<file path="src/rtl/sdram_port_arbiter.sv">
// Shares the sdramburst host port between the CPU cache engine and the VGA line
// fetcher, one whole burst per grant, VGA first with a starvation guard for the CPU.
module sdram_port_arbiter #(
   parameter int HADDR_WIDTH    = 24,
   parameter int BURST_LEN      = 8,
   parameter int OFFSET_WIDTH   = 3,
   parameter int VGA_MAX_CONSEC = 3,
   parameter int TIMEOUT        = 255
) (
   input  logic                    clk1x,
   input  logic                    nrst,
   input  logic                    cpu_req,
   input  logic                    cpu_we,
   input  logic [HADDR_WIDTH-1:0]  cpu_addr,
   output logic                    cpu_grant,
   output logic                    cpu_beat,
   output logic                    cpu_done,
   input  logic                    vga_req,
   input  logic [HADDR_WIDTH-1:0]  vga_addr,
   output logic                    vga_grant,
   output logic                    vga_beat,
   output logic                    vga_done,
   output logic                    sd_rd,
   output logic                    sd_wr,
   output logic [HADDR_WIDTH-1:0]  sd_addr,
   input  logic                    sd_ready,
   input  logic                    sd_wr_beat,
   input  logic [OFFSET_WIDTH-1:0] sd_burst_offset,
   output logic                    timeout_err
);

   localparam int LOW_BITS = $clog2(BURST_LEN * 2);
   localparam int CONSEC_W = $clog2(VGA_MAX_CONSEC + 1);
   localparam int WD_W     = $clog2(TIMEOUT + 1);

   localparam logic [HADDR_WIDTH-1:0]  ADDR_MASK   = ~HADDR_WIDTH'((1 << LOW_BITS) - 1);
   localparam logic [OFFSET_WIDTH-1:0] LAST_OFFSET = OFFSET_WIDTH'(BURST_LEN - 1);
   localparam logic [CONSEC_W-1:0]     CONSEC_MAX  = CONSEC_W'(VGA_MAX_CONSEC);
   localparam logic [WD_W-1:0]         WD_LAST     = WD_W'(TIMEOUT - 1);

   typedef enum logic [2:0] {IDLE, ISSUE, BURST, DONE, GAP} state_t;

   state_t                state;
   state_t                state_nxt;
   logic                  owner_vga;
   logic                  is_write;
   logic [CONSEC_W-1:0]   vga_consec;
   logic [WD_W-1:0]       watchdog;
   logic                  grant_vga;
   logic                  grant_cpu;
   logic                  beat;
   logic                  last_beat;
   logic                  wd_expire;

   assign grant_vga = vga_req && (!cpu_req || (vga_consec < CONSEC_MAX));
   assign grant_cpu = !grant_vga && cpu_req;
   assign beat      = (state == BURST) && (is_write ? sd_wr_beat : sd_ready);
   assign last_beat = beat && (sd_burst_offset == LAST_OFFSET);
   // Abort on the idle cycle that would bring the watchdog up to TIMEOUT.
   assign wd_expire = (state == BURST) && !beat && (watchdog == WD_LAST);

   always_ff @(posedge clk1x or negedge nrst) begin
      if (!nrst) begin
         state <= IDLE;
      end else begin
         state <= state_nxt;
      end
   end

   always_comb begin
      state_nxt = state;
      sd_rd     = 1'b0;
      sd_wr     = 1'b0;
      cpu_grant = 1'b0;
      vga_grant = 1'b0;
      cpu_done  = 1'b0;
      vga_done  = 1'b0;
      cpu_beat  = beat && !owner_vga;
      vga_beat  = beat && owner_vga;
      case (state)
         IDLE: begin
            if (grant_vga || grant_cpu) state_nxt = ISSUE;
         end
         ISSUE: begin
            state_nxt = BURST;
            sd_rd     = !is_write;
            sd_wr     = is_write;
            cpu_grant = !owner_vga;
            vga_grant = owner_vga;
         end
         BURST: begin
            if (last_beat || wd_expire) state_nxt = DONE;
            cpu_grant = !owner_vga;
            vga_grant = owner_vga;
         end
         DONE: begin
            state_nxt = GAP;
            cpu_grant = !owner_vga;
            vga_grant = owner_vga;
            cpu_done  = !owner_vga;
            vga_done  = owner_vga;
         end
         GAP: begin
            state_nxt = IDLE;
         end
         default: begin
            state_nxt = IDLE;
         end
      endcase
   end

   // Owner, direction and address are captured once at grant and held for the burst.
   always_ff @(posedge clk1x or negedge nrst) begin
      if (!nrst) begin
         owner_vga   <= 1'b0;
         is_write    <= 1'b0;
         sd_addr     <= '0;
         vga_consec  <= '0;
         watchdog    <= '0;
         timeout_err <= 1'b0;
      end else begin
         if (state == IDLE && grant_vga) begin
            owner_vga <= 1'b1;
            is_write  <= 1'b0;
            sd_addr   <= vga_addr & ADDR_MASK;
            if (!cpu_req) begin
               vga_consec <= '0;
            end else if (vga_consec != CONSEC_MAX) begin
               vga_consec <= vga_consec + CONSEC_W'(1);
            end
         end else if (state == IDLE && grant_cpu) begin
            owner_vga  <= 1'b0;
            is_write   <= cpu_we;
            sd_addr    <= cpu_addr & ADDR_MASK;
            vga_consec <= '0;
         end
         if (state == ISSUE) begin
            watchdog <= '0;
         end else if (state == BURST) begin
            if (beat) begin
               watchdog <= '0;
            end else begin
               watchdog <= watchdog + WD_W'(1);
            end
         end
         if (wd_expire) timeout_err <= 1'b1;
      end
   end

endmodule

</file>
<file path="config.mk">
export PLATFORM = sky130hd
export DESIGN_NAME = sdram_port_arbiter
export DESIGN_NICKNAME = d
export VERILOG_FILES = /design/src/rtl/sdram_port_arbiter.sv
export SDC_FILE = /design/constraint.sdc
export NUM_CORES = 1
export LEC_CHECK = 0
export ABC_AREA = 1
export CAP_MARGIN = 20
export CORE_UTILIZATION = 38
export DETAILED_ROUTE_END_ITERATION = 12
export PLACE_DENSITY = 0.76
export SYNTH_ARGS = -nofsm -noshare
export SYNTH_HDL_FRONTEND = slang
export SYNTH_SLANG_ARGS = --single-unit
</file>
<file path="constraint.sdc">
create_clock -name clk1x -period 1.35 [get_ports clk1x]
set_input_delay 0.27 -clock clk1x [delete_from_list [all_inputs] [get_ports clk1x]]
set_output_delay 0.27 -clock clk1x [all_outputs]
set_load 0.01 [all_outputs]
</file>
### Word-level counts from Yosys, hierarchy flattened

Cells that the tools add are included.

* output and inout bits: 33
* bits of input ports: 58
* logic and storage cells: 66
* register bits: 40

* reduce and logical (&&, ||, !) cells: 24
* order comparisons: 1
* equality and inequality tests: 9
* mux-type cells: 23
* add/subtract/negate cells: 2

Operators by type and width (count)
* $mux 24: 2
* $mux 8: 3
* $pmux 3 s4: 1
* $mux 1: 11
* $logic_and 1x1->1: 10
* $add 8x1->8 const B: 1
* $eq 8x8->1 const B: 1
* $mux 2: 4
* $eq 3x2->1 const B: 2
* $mux 3: 2
* $logic_not 1->1: 5
* $ne 2x2->1 const B: 2
* $reduce_and 2->1: 2
* $reduce_bool 2->1: 2
* $eq 3x1->1 const B: 1
* $eq 3x3->1 const B: 1
* $logic_not 3->1: 1
* $logic_or 1x1->1: 3
* $ne 3x2->1 const B: 1
* $reduce_or 3->1: 1
* $add 2x1->2 const B: 1
* $lt 2x2->1 const B: 1
* $ne 2x1->1 const B: 1

### Depth between registers and ports, before layout

* depth in word-level cells: 8
* mapped depth: 8
* mapped depth without buffers: 8

### Least setup slack after synthesis

OpenSTA, ideal clock, no wires.

* path kind: register to output
* from: reg state[0]
* to: out cpu_grant
* arrival: 1021 ps
* setup slack: 59 ps
* stages on the path, launching flop included: 6
* buffers on the path: 0
* path through: dfrtp_1 nor2_4 nand2_1 nand2_1 nor2_1 nor2_1

* cells in the longest elaborated chain, start to end: 3
* elaborated cells on any way between the ends: 5
* those cells by class: eq/ne (3); mux (1); reduce/logical (1)

RTL lines
* start, declared: line 43 `state_t state;`
* start signal, assigned: line 66 `state <= state_nxt;`
* $eq 3x2->1 or $eq 3x1->1 (tied branches): line 80 `case (state)`
* $reduce_or 3->1 (no line) *
* $mux 1 *
* end, declared: line 15 `output logic cpu_grant,`

Every way passes the cells marked *; elsewhere a longest branch is shown, timed or not.

### Worst setup path in the final report

* from: reg state[1]
* to: out cpu_grant

The elaborated chain is that of the path after synthesis.

==> results.md <==
* Slew Viols, Final at 0
* Clock Power Share at about an eighth
* Final setup fails at 42
* Hold Vio Cnt, Final at 0
* IO buf count at 78
* CP max stage delay at 0.38 ns
* Setup CP Type: register to primary output
* Die H at 76.0 um
* CP Data Arrival Time at 1.40 ns
* Top delay family on crit path: buffers and inverters
* Core Rows at 26
* Crit-path slowest cell: dfrtp_1
* Syn Inst Count at between 200 and 300
* MaxCap Viol Count at 0
* DRC viols at 0
* Routed Antenna Nets at 0
* Failing checks: negative setup slack
* Final WL at 5820 um
* Clk buf depth at 2
* Ys flop type: dfrtp_1
* Top Ports at 91
* Synth area leader: dfrtp_1
* Comb pwr share at 61.0%
* Largest net degree at the start of global routing at 29
* Routed wire per std cell at 11.9 um
* Hold Path Class: input pin to asynchronous set/reset pin
* RSZ-0062 raised after global routing: true
* Synth Cell Area at 2080 um2
* Leak Pwr at 0.00186 uW
* Internal power at 4060 uW
* Number of diodes at 0
* Die width at ~76 um
* Core ar. at 5200 um2
* Setup WS post-layout at -0.315 ns
* F_max at 0.600 GHz
* Synth async-reset ratio at 100%
* Tot GR Track Use at 20.9%
* Initial antenna violation count at 0
* CTS Buf Count at 5
* CP Max Fanout at 4
* Final Net Count at about 480
* Final Wtd Congestion at roughly 0.77
* Cell with the most instances after synthesis: inv_1
* Sequential Power Share at 26.8%
* Sw frac at 39.5%
* Maximum vdd ir drop at 0.000868 V
* DR vias/cell at roughly 4.5
* Synth cell count leaders: inv_1 (82), nand2_1 (74), dfrtp_1 (36)
* Final setup skew at 0.00345 ns
* Yosys warning total at 0
* Cell Area, Placed at around 3100 um2
* Fin area at ~3500 um2
* Reg clk slew, reported paths at 0.07 ns
* Grt ovf at 0
* Via Count at 2,215
* Sequential element share of the synthesized area at between 40 and 50%
* CTS tree: done
* First-pass GRT wire length at 9610 um
* First DRT Iteration DRCs at 87
* Crit path launch type: register
* Final period utilization at 123%
* Net switching power at 2650 uW
* Yosys cell types at 22
* CTS Sinks at 36
* Die area at just under 6000 um2
* H-tree depth at 2
* Total iterations of the first detailed-routing run at 4
* Status: finished with violations
* Number of synthesized flops with an enable pin at 0
* Vias in the first global route at approximately 2,200
* Synthesis-stage register bit count at 36
* Starting Density at 40.0%
* Cell Pwr Density at 1930 nW/um2
* Area growth, synth to finish at 66.8%
* Largest cells by area after synthesis: dfrtp_1 (43%), inv_1 (15%), nand2_1 (13%)
* Top-area cell type share of the netlist area at around 43%
* Final worst path period need at 1.67 ns
* Crit path cell chain: inv_2 > nor3_2 > buf_4 > nor2_2 > nor2_1 > buf_2
* Required @ worst endpoint at 1.08 ns
* Clk Latency, worst-skew pair at 0.28 ns
* CP endpoint kind: primary output
* Share of cells above drive strength 1 at about 20%
* Pwr Total at 6700 uW
* Buffers & Inverters on Critical Path at 3
* Mean Syn Cell Area at 6.96 um2
* HPWL after DPL at 3920 um
* Root buf cell: clkbuf_8
per-layer routing:
| metal | global-route usage, % | vias up | share of wire (%) |
|---|---|---|---|
| met3 | 5.39 | 14 | 4.4 |
| met4 | 8.27 | 0 | 2.4 |
| li1 | - | 1124 | - |
| met2 | 38.6 | 50 | 52 |
| met5 | 0 | - | 0 |
| met1 | 22.5 | 1027 | 41 |
cells by family (layout without fill, tap and decap cells):
kind of cell / Yosys count / in the layout / share of synthesized area, %
AND/OR/NAND/NOR: 128 / 128 / 26.1
buffers and inverters: 94 / 212 / 18.9
AO/OA/AOI/OAI: 36 / 36 / 9.25
flip-flops: 36 / 36 / 43.3
adder cells (fa/ha/maj): 3 / 3 / 1.80
other: 1 / 4 / 0.180
XOR/XNOR: 1 / 1 / 0.421
power groups by stage:
stage	clock network, uW	registers (uW)	logic (uW)
after global placement	0	1790	3150
after global routing	882	1860	4440
after detailed placement	0	1800	3230
after floorplan	0	1910	1400
after CTS	827	1780	3810
final	817	1800	4090
placed cells by master (no fill, tap or decap), types with 2 or more instances in the layout:
cell / Yosys / routed
nand3_1: 32 / 29
dlygate4sd2_1: 0 / 21
clkdlybuf4s50_1: 0 / 48
inv_2: 0 / 3
dfrtp_1: 36 / 36
nor2_4: 1 / 4
o21ai_0: 26 / 6
buf_16: 0 / 3
nand2_1: 74 / 67
nand4_1: 3 / 3
nand3_2: 0 / 2
nand2_4: 0 / 2
nor2_1: 14 / 10
buf_6: 2 / 14
buf_2: 3 / 8
conb_1: 1 / 4
o21ai_1: 5 / 24
a21oi_1: 3 / 3
clkbuf_8: 0 / 7
nand2_2: 1 / 6
buf_4: 6 / 25
buf_12: 0 / 2
ha_1: 3 / 3
nor2_2: 2 / 3
inv_1: 82 / 79
state kept, by name, indices dropped and copies added (netlist names):
signal / count
watchdog: 8
owner_vga: 1
state: 3
timeout_err: 1
sd_addr: 20
vga_consec: 2
is_write: 1
per-stage QoR:
stage / utilization [%] / std cells / hold slack (ns) / setup TNS, ns / worst slack (ns)
floorplan: - / 302 / -0.0256 / 0 / 0.0593
global placement: 59.5 / 463 / 0.147 / -8.88 / -0.523
detailed placement: 59.5 / 463 / 0.141 / -10.22 / -0.555
CTS: 65.0 / 487 / 0.390 / -7.08 / -0.255
global route: 66.7 / 490 / 0.410 / -13.71 / -0.412
finish: 66.7 / 490 / 0.382 / -9.51 / -0.315
area by class of cell:
| cell class | count | area [um2] |
|---|---|---|
| Clock buffer | 7 | 96.3 |
| Multi-Input combinational cell | 172 | 882 |
| Timing Repair Buffer | 123 | 1200 |
| Inverter | 82 | 308 |
| Sequential cell | 36 | 901 |
| Fill cell | 469 | 1730 |
| Tap cell | 70 | 87.6 |
worst paths after layout:
| path | start | end | slack [ns] | cells past startpoint |
|---|---|---|---|---|
| max | state[1]$_DFFE_PN0P_ | cpu_grant | -0.32 | 6 |
| min | nrst | sd_addr[17]$_DFFE_PN0P_ | 0.38 | 2 |
| max reg2reg | state[0]$_DFFE_PN0P_ | sd_addr[22]$_DFFE_PN0P_ | -0.29 | 10 |
| min reg2reg | timeout_err$_DFFE_PN0P_ | timeout_err$_DFFE_PN0P_ | 0.45 | 2 |
| max in group asynchronous | nrst | timeout_err$_DFFE_PN0P_ | 0.55 | 3 |
| min in group clk1x | timeout_err$_DFFE_PN0P_ | timeout_err$_DFFE_PN0P_ | 0.45 | 2 |
timing repair:
action | in CTS | in global routing
resized for setup | 94 | 25
pin swaps | 11 | 10
setup endpoints to repair | 56 | 42
hold endpoints to repair | 8 | 0
cloned | 3 | 0
setup buffers | 14 | 4
hold buffers | 1 | 0
Power figures use the tool's default switching activity.
